$ cat config.mk
export PLATFORM = sky130hd
export DESIGN_NAME = fetch_issue_queue
export DESIGN_NICKNAME = d
export VERILOG_FILES = /design/src/rtl/fetch_issue_queue.sv
export SDC_FILE = /design/constraint.sdc
export NUM_CORES = 2
export LEC_CHECK = 0
export CELL_PAD_IN_SITES_DETAIL_PLACEMENT = 1
export CELL_PAD_IN_SITES_GLOBAL_PLACEMENT = 1
export CORE_AREA = 4 4 266 268
export DETAILED_ROUTE_END_ITERATION = 8
export DIE_AREA = 0 0 270 272
export HOLD_SLACK_MARGIN = 0.15
export PLACE_DENSITY = 0.91
export SLEW_MARGIN = 20
export SYNTH_ARGS = -nofsm -noshare
export SYNTH_HDL_FRONTEND = slang
export SYNTH_SLANG_ARGS = --single-unit
$ cat constraint.sdc
create_clock -name clock_i -period 5.7 [get_ports clock_i]
set_input_delay 0.855 -clock clock_i [delete_from_list [all_inputs] [get_ports clock_i]]
set_output_delay 0.855 -clock clock_i [all_outputs]
set_load 0.02 [all_outputs]
$ cat src/rtl/fetch_issue_queue.sv
// fetch_issue_queue
// -----------------------------------------------------------------------------
// Fetch-side issue buffer feeding decode stage 1. Instruction words arriving
// from the I-cache fill path (with address, PID and TID) are buffered in a
// small FIFO and handed to the format decoder one per cycle through an
// enable/stall handshake. Every issued instruction gets a unique, monotonically
// increasing major ID. The ID counter survives flushes and wraps silently.
//
// Optional feature macro: FETCH_QUEUE_BYPASS_EN
//   defined   : a word arriving while the FIFO is empty and decode is not
//               stalled goes straight into the output register (1-edge latency)
//   undefined : every word passes through the FIFO (2-edge latency)
//
// Ports
//   clock_i              rising-edge clock
//   reset_i              synchronous, active-low reset
//   flush_i              drop everything buffered and presented
//   fillValid_i          fill word valid
//   fillInstruction_i    instruction word (bit 0 = MSB)
//   fillAddress_i        instruction address
//   fillPid_i            process ID
//   fillTid_i            thread ID
//   fillReady_o          queue can accept a word this cycle
//   stall_i              decode stall, presented instruction is held
//   outputEnable_o       instruction presented to decode
//   instruction_o        presented word
//   instructionAddress_o presented address
//   instructionPid_o     presented PID
//   instructionTid_o     presented TID
//   instructionMajId_o   major ID of the presented instruction
// -----------------------------------------------------------------------------
module fetch_issue_queue #(
  parameter int addressWidth            = 64,
  parameter int instructionWidth        = 32,
  parameter int PidSize                 = 20,
  parameter int TidSize                 = 16,
  parameter int instructionCounterWidth = 64,
  parameter int queueDepth              = 4
) (
  input  logic                               clock_i,
  input  logic                               reset_i,
  input  logic                               flush_i,
  input  logic                               fillValid_i,
  input  logic [0:instructionWidth-1]        fillInstruction_i,
  input  logic [addressWidth-1:0]            fillAddress_i,
  input  logic [PidSize-1:0]                 fillPid_i,
  input  logic [TidSize-1:0]                 fillTid_i,
  output logic                               fillReady_o,
  input  logic                               stall_i,
  output logic                               outputEnable_o,
  output logic [0:instructionWidth-1]        instruction_o,
  output logic [addressWidth-1:0]            instructionAddress_o,
  output logic [PidSize-1:0]                 instructionPid_o,
  output logic [TidSize-1:0]                 instructionTid_o,
  output logic [instructionCounterWidth-1:0] instructionMajId_o
);

  localparam int ptrWidth   = (queueDepth > 1) ? $clog2(queueDepth) : 1;
  localparam int cntWidth   = ptrWidth + 1;
  localparam int entryWidth = instructionWidth + addressWidth + PidSize + TidSize;

  localparam logic [ptrWidth-1:0]                PtrOne    = ptrWidth'(1'b1);
  localparam logic [cntWidth-1:0]                CntOne    = cntWidth'(1'b1);
  localparam logic [cntWidth-1:0]                CountFull = cntWidth'(queueDepth);
  localparam logic [instructionCounterWidth-1:0] MajOne    = instructionCounterWidth'(1'b1);

  // Storage and output register state
  logic [entryWidth-1:0]              entry_mem_q [queueDepth];
  logic [entryWidth-1:0]              entry_mem_d [queueDepth];
  logic [ptrWidth-1:0]                head_q, head_d;
  logic [ptrWidth-1:0]                tail_q, tail_d;
  logic [cntWidth-1:0]                count_q, count_d;
  logic [instructionCounterWidth-1:0] maj_q, maj_d;
  logic                               out_en_q, out_en_d;
  logic [entryWidth-1:0]              out_entry_q, out_entry_d;
  logic [instructionCounterWidth-1:0] out_id_q, out_id_d;

  // Handshake decode
  logic [entryWidth-1:0] fill_entry_s;
  logic                  fill_ready_s;
  logic                  fifo_empty_s;
  logic                  push_s;
  logic                  bypass_s;
  logic                  store_s;
  logic                  pop_s;

  assign fill_entry_s = {fillInstruction_i, fillAddress_i, fillPid_i, fillTid_i};
  assign fill_ready_s = reset_i && (count_q != CountFull);
  assign fifo_empty_s = (count_q == '0);
  assign push_s       = fillValid_i && fill_ready_s && !flush_i;
`ifdef FETCH_QUEUE_BYPASS_EN
  // Empty FIFO and a free output slot: skip storage entirely.
  assign bypass_s     = push_s && fifo_empty_s && !stall_i;
`else
  assign bypass_s     = 1'b0;
`endif
  assign store_s      = push_s && !bypass_s;
  assign pop_s        = !flush_i && !stall_i && !fifo_empty_s;

  // Next-state: FIFO write/pop, output register load, ID counter, occupancy
  always_comb begin
    entry_mem_d = entry_mem_q;
    head_d      = head_q;
    tail_d      = tail_q;
    count_d     = count_q;
    maj_d       = maj_q;
    out_en_d    = out_en_q;
    out_entry_d = out_entry_q;
    out_id_d    = out_id_q;

    if (flush_i) begin
      // Flush beats stall: the presented slot is invalidated even when held.
      // The ID counter is kept so IDs stay unique across flushes.
      head_d   = '0;
      tail_d   = '0;
      count_d  = '0;
      out_en_d = 1'b0;
    end else begin
      if (store_s) begin
        entry_mem_d[tail_q] = fill_entry_s;
        tail_d              = tail_q + PtrOne;
      end else begin
        tail_d = tail_q;
      end

      if (!stall_i) begin
        if (!fifo_empty_s) begin
          out_entry_d = entry_mem_q[head_q];
          head_d      = head_q + PtrOne;
          out_en_d    = 1'b1;
          out_id_d    = maj_q;
          maj_d       = maj_q + MajOne;
        end else if (bypass_s) begin
          out_entry_d = fill_entry_s;
          out_en_d    = 1'b1;
          out_id_d    = maj_q;
          maj_d       = maj_q + MajOne;
        end else begin
          // Data fields keep their stale contents; only the enable drops.
          out_en_d = 1'b0;
        end
      end else begin
        out_en_d = out_en_q;
      end

      case ({store_s, pop_s})
        2'b10:   count_d = count_q + CntOne;
        2'b01:   count_d = count_q - CntOne;
        default: count_d = count_q;
      endcase
    end
  end

  // State registers with synchronous active-low reset
  always_ff @(posedge clock_i) begin
    if (!reset_i) begin
      for (int i = 0; i < queueDepth; i++) begin
        entry_mem_q[i] <= '0;
      end
      head_q      <= '0;
      tail_q      <= '0;
      count_q     <= '0;
      maj_q       <= '0;
      out_en_q    <= 1'b0;
      out_entry_q <= '0;
      out_id_q    <= '0;
    end else begin
      entry_mem_q <= entry_mem_d;
      head_q      <= head_d;
      tail_q      <= tail_d;
      count_q     <= count_d;
      maj_q       <= maj_d;
      out_en_q    <= out_en_d;
      out_entry_q <= out_entry_d;
      out_id_q    <= out_id_d;
    end
  end

  assign fillReady_o          = fill_ready_s;
  assign outputEnable_o       = out_en_q;
  assign instruction_o        = out_entry_q[entryWidth-1 -: instructionWidth];
  assign instructionAddress_o = out_entry_q[addressWidth+PidSize+TidSize-1 -: addressWidth];
  assign instructionPid_o     = out_entry_q[PidSize+TidSize-1 -: PidSize];
  assign instructionTid_o     = out_entry_q[TidSize-1:0];
  assign instructionMajId_o   = out_id_q;

endmodule

==> impl_metrics.csv <==
group,metric,value,unit
route,dr_total_vias,27900,
die,std_cell_rows,96,
cts,cts-root-buf,"sky130_fd_sc_hd__clkbuf_16",
route,met1Wirelength,41400,um
route,initialDrtViolationCount,2036,
cts,postCtsSetupRepairBufs,0,
finish,fin_util,55.1,%
route,detailedRoute.firstPassIterationCount,5,
setup_path,timing.critical_path.slowest_stage_cell,"sky130_fd_sc_hd__and2_4",
logic_synthesis,netlist_instances,3741,
finish,area_growth,20.9,%
finish,multi_input_area,14100,um^2
pwr,leakage,11.8,nW
finish,drive_above_1_share,7.61,%
setup_path,cpLargestDelayFamily,"simple AND/OR/NAND/NOR gates",
global_route,grt_start_max_net_pins,257,
logic_synthesis,postSynthRegisterBits,796,
worst_hold_path,min_path_type,"reg2reg",
logic_synthesis,post-synth-top-count-cell,"sky130_fd_sc_hd__nand2_1",
setup_path,critPathKind,"in2reg",
global_route,global_route.overflow_total,0,
status,run_status,"completed",
setup_path,worstPathBufferInverterCount,2,
cts,cts.sinks,796,
flow_run,max_cap_violations,0,
global_route,wire_length_of_the_first_global_routing_pass,164000,um
logic_synthesis,yosys_warnings,0,
finish,sequential_cell_area,15900,um^2
timing,setup_tns,0,ns
place,number_of_buffers_inserted_by_port_buffering,334,
route,met3RoutedLength,5180,um
logic_synthesis,ys_seq_area_share,51.2,%
cts,clk_pin_slew_worst_paths,0.06,ns
cts,htreeDepth,3,
cts,tritoncts,"done",
die,core_area,68300,um^2
die,top_level_port_count,335,
finish,layout.nets,4041,
logic_synthesis,async_flop_share,0,%
logic_synthesis,syn_avg_cell_area,8.32,um^2
logic_synthesis,synth_top_cell_area_share,51.2,%
route,route.detailed.wl_per_inst,21.3,um
global_route,first_global_vias,29900,
logic_synthesis,synthDistinctLibCells,36,
pwr,pwr_density_cell,304,nW/um^2
logic_synthesis,post-synth-top-area-cell,"sky130_fd_sc_hd__dfxtp_1",
route,length_of_routed_met2_wiring,52800,um
place,finalWeightedCongestion,0.780,
setup_path,worstPathMaxFanout,57,
global_route,overall_fraction_of_global_route_tracks_in_use,27.4,%
route,ant_nets,0,
cts,numCtsBuffers,84,
timing,worst_pin_slew,1.21,ns
route,totalWireLength,103000,um
cts,holdBufCountCts,0,
timing,finalHoldViolations,0,
cts,cts-root-to-sink-buffers,3,
timing,fmaxAchievable,271,MHz
cts,ctsResizeCount,0,
place,dpl.hpwl,59400,um
die,die_height,272,um
die,chipWidth,270,um
timing,final_min_period_over_clock_period,64.6,%
setup_path,end_kind,"register",
logic_synthesis,synth_top_flop_cell,"sky130_fd_sc_hd__dfxtp_1",
setup_path,worstPathArrival,4.22,ns
timing,fin_skew,0.0273,ns
cts,insertion_delay,0.64,ns
setup_path,crit_path_start_kind,"input pin",
route,top_signal_layer_used,"met5",
logic_synthesis,synthTopCellsByArea,"sky130_fd_sc_hd__dfxtp_1 51%, sky130_fd_sc_hd__nand2_1 18%, sky130_fd_sc_hd__a21oi_1 12%, sky130_fd_sc_hd__mux4_2 9.6%, sky130_fd_sc_hd__clkbuf_1 3.4%",
timing,rsz_0062_raised_after_global_routing,"no",
timing,final_max_slew_viol_count,0,
die,initial_core_util,45.5,%
route,drc,0,
logic_synthesis,synth_edf_count,0,
pwr,irDropWorstVdd,0.226,mV
setup_path,worstPathCellList,"clkdlybuf4s50_1, nand2b_1, nor3b_2, and2_4, buf_4, nand2_1, a21oi_1",
setup_path,cp.required,6.23,ns
logic_synthesis,netlist_top_cells_count,"1480 x sky130_fd_sc_hd__nand2_1, 796 x sky130_fd_sc_hd__dfxtp_1, 758 x sky130_fd_sc_hd__a21oi_1",
die,die_area,73400,um^2
timing,slew-limit-headroom,19.4,%
logic_synthesis,syn_area,31100,um^2
timing,finalSetupViolCount,0,
global_route,number_of_antenna_violations_at_the_first_check_in_global_routing,17,
route,vias_per_cell,5.75,
setup_path,max_stage_delay,0.86,ns
finish,fill_cells,7872,
timing,final_period_minus_worst_setup_slack,3.68,ns
logic_synthesis,syn-num-nets,3885,
per-stage QoR:
stage / total power [mW] / hold WS, ns / std cells / cell area (um^2) / setup slack, ns
3_3_place_gp: 6.16 / 0.438 / 4693 / 34900 / 1.54
3_5_place_dp: 6.17 / 0.444 / 4693 / 34900 / 1.44
6_report: 11.4 / 0.451 / 4851 / 37600 / 2.02
4_1_cts: 11.5 / 0.455 / 4838 / 37600 / 1.98
5_1_grt: 11.8 / 0.465 / 4848 / 37600 / 1.81
2_1_floorplan: 5.95 / 0.433 / 3741 / 31100 / 2.44
cell usage in the layout, fill, tap and decap left out, drive strengths merged:
cell	instances
and2	9
and4	4
nor2	46
dfxtp	796
or3b	1
o21a	1
or4b	1
nand4	18
o31ai	5
clkdlybuf4s50	334
xor2	10
clkbuf	127
mux4	132
inv	12
nor4	19
nand3	28
bufinv	2
nor3	10
or2	4
o31a	1
clkinv	14
a21oi	758
nand4bb	1
o21ai	26
nand2	1480
diode	13
ha	6
and3	11
or4	11
buf	26
or3	30
xnor2	27
nand2b	2
mux2i	1
nor3b	2
fa	1
logic make-up (layout without fill, tap and decap cells):
group | Yosys count | after routing | synth area share (%)
adders and majority gates | 7 | 7 | 0.306
buffers and inverters | 300 | 515 | 3.63
muxes | 133 | 133 | 9.59
and+or+nand+nor | 1677 | 1677 | 21.4
DFF | 796 | 796 | 51.2
xor gates and xnor gates | 37 | 37 | 1.04
AOI/OAI and AO/OA | 791 | 791 | 12.8
other | 0 | 13 | 0
metal layers:
layer / track usage, % / vias up
li1: - / 12800
met1: 32.5 / 14000
met2: 49.2 / 774
met3: 4.59 / 247
met4: 11.6 / 12
met5: 0 / -
final timing paths:
kind                            cells past startpoint                          start  slack [ns]                            end
worst max-delay path                                7                        reset_i        2.02  entry_mem_q[365]$_SDFFE_PN0P_
worst min-delay path                                2  entry_mem_q[126]$_SDFFE_PN0P_        0.45  entry_mem_q[126]$_SDFFE_PN0P_
worst max register to register                      6          maj_q[0]$_SDFFE_PN0P_        2.22         maj_q[56]$_SDFFE_PN0P_
worst min register to register                      2  entry_mem_q[126]$_SDFFE_PN0P_        0.45  entry_mem_q[126]$_SDFFE_PN0P_
final cells by class:
cell class | instances | share of cell area, %
clock inverter | 18 | 0.482
timing repair buffer | 360 | 9.88
inverter | 10 | 0.133
clock buffer | 127 | 6.64
sequential | 796 | 42.4
tap | 882 | 2.93
multi-input combinational | 2645 | 37.5
antenna | 13 | 0.0865
flip-flops by register name, summed over array words and instances, names as in the netlist:
signal	count
out_entry_q	132
entry_mem_q	528
head_q	2
instructionMajId_o	64
outputEnable_o	1
tail_q	2
maj_q	64
count_q	3
power breakdown:
part / leakage [nW] / internal (mW) / total (mW) / switching (mW)
sequential: 6.42 / 5.60 / 5.63 / 0.0242
clock: 1.32 / 3.11 / 5.38 / 2.27
combinational: 4.03 / 0.162 / 0.429 / 0.268
tightest hold or removal path: stages, from the launching register on:
cell and delay [ns]:
sky130_fd_sc_hd__dfxtp_1 0.30, sky130_fd_sc_hd__nand2_1 0.05, sky130_fd_sc_hd__a21oi_1 0.05
(Power assumes the default switching activity.)
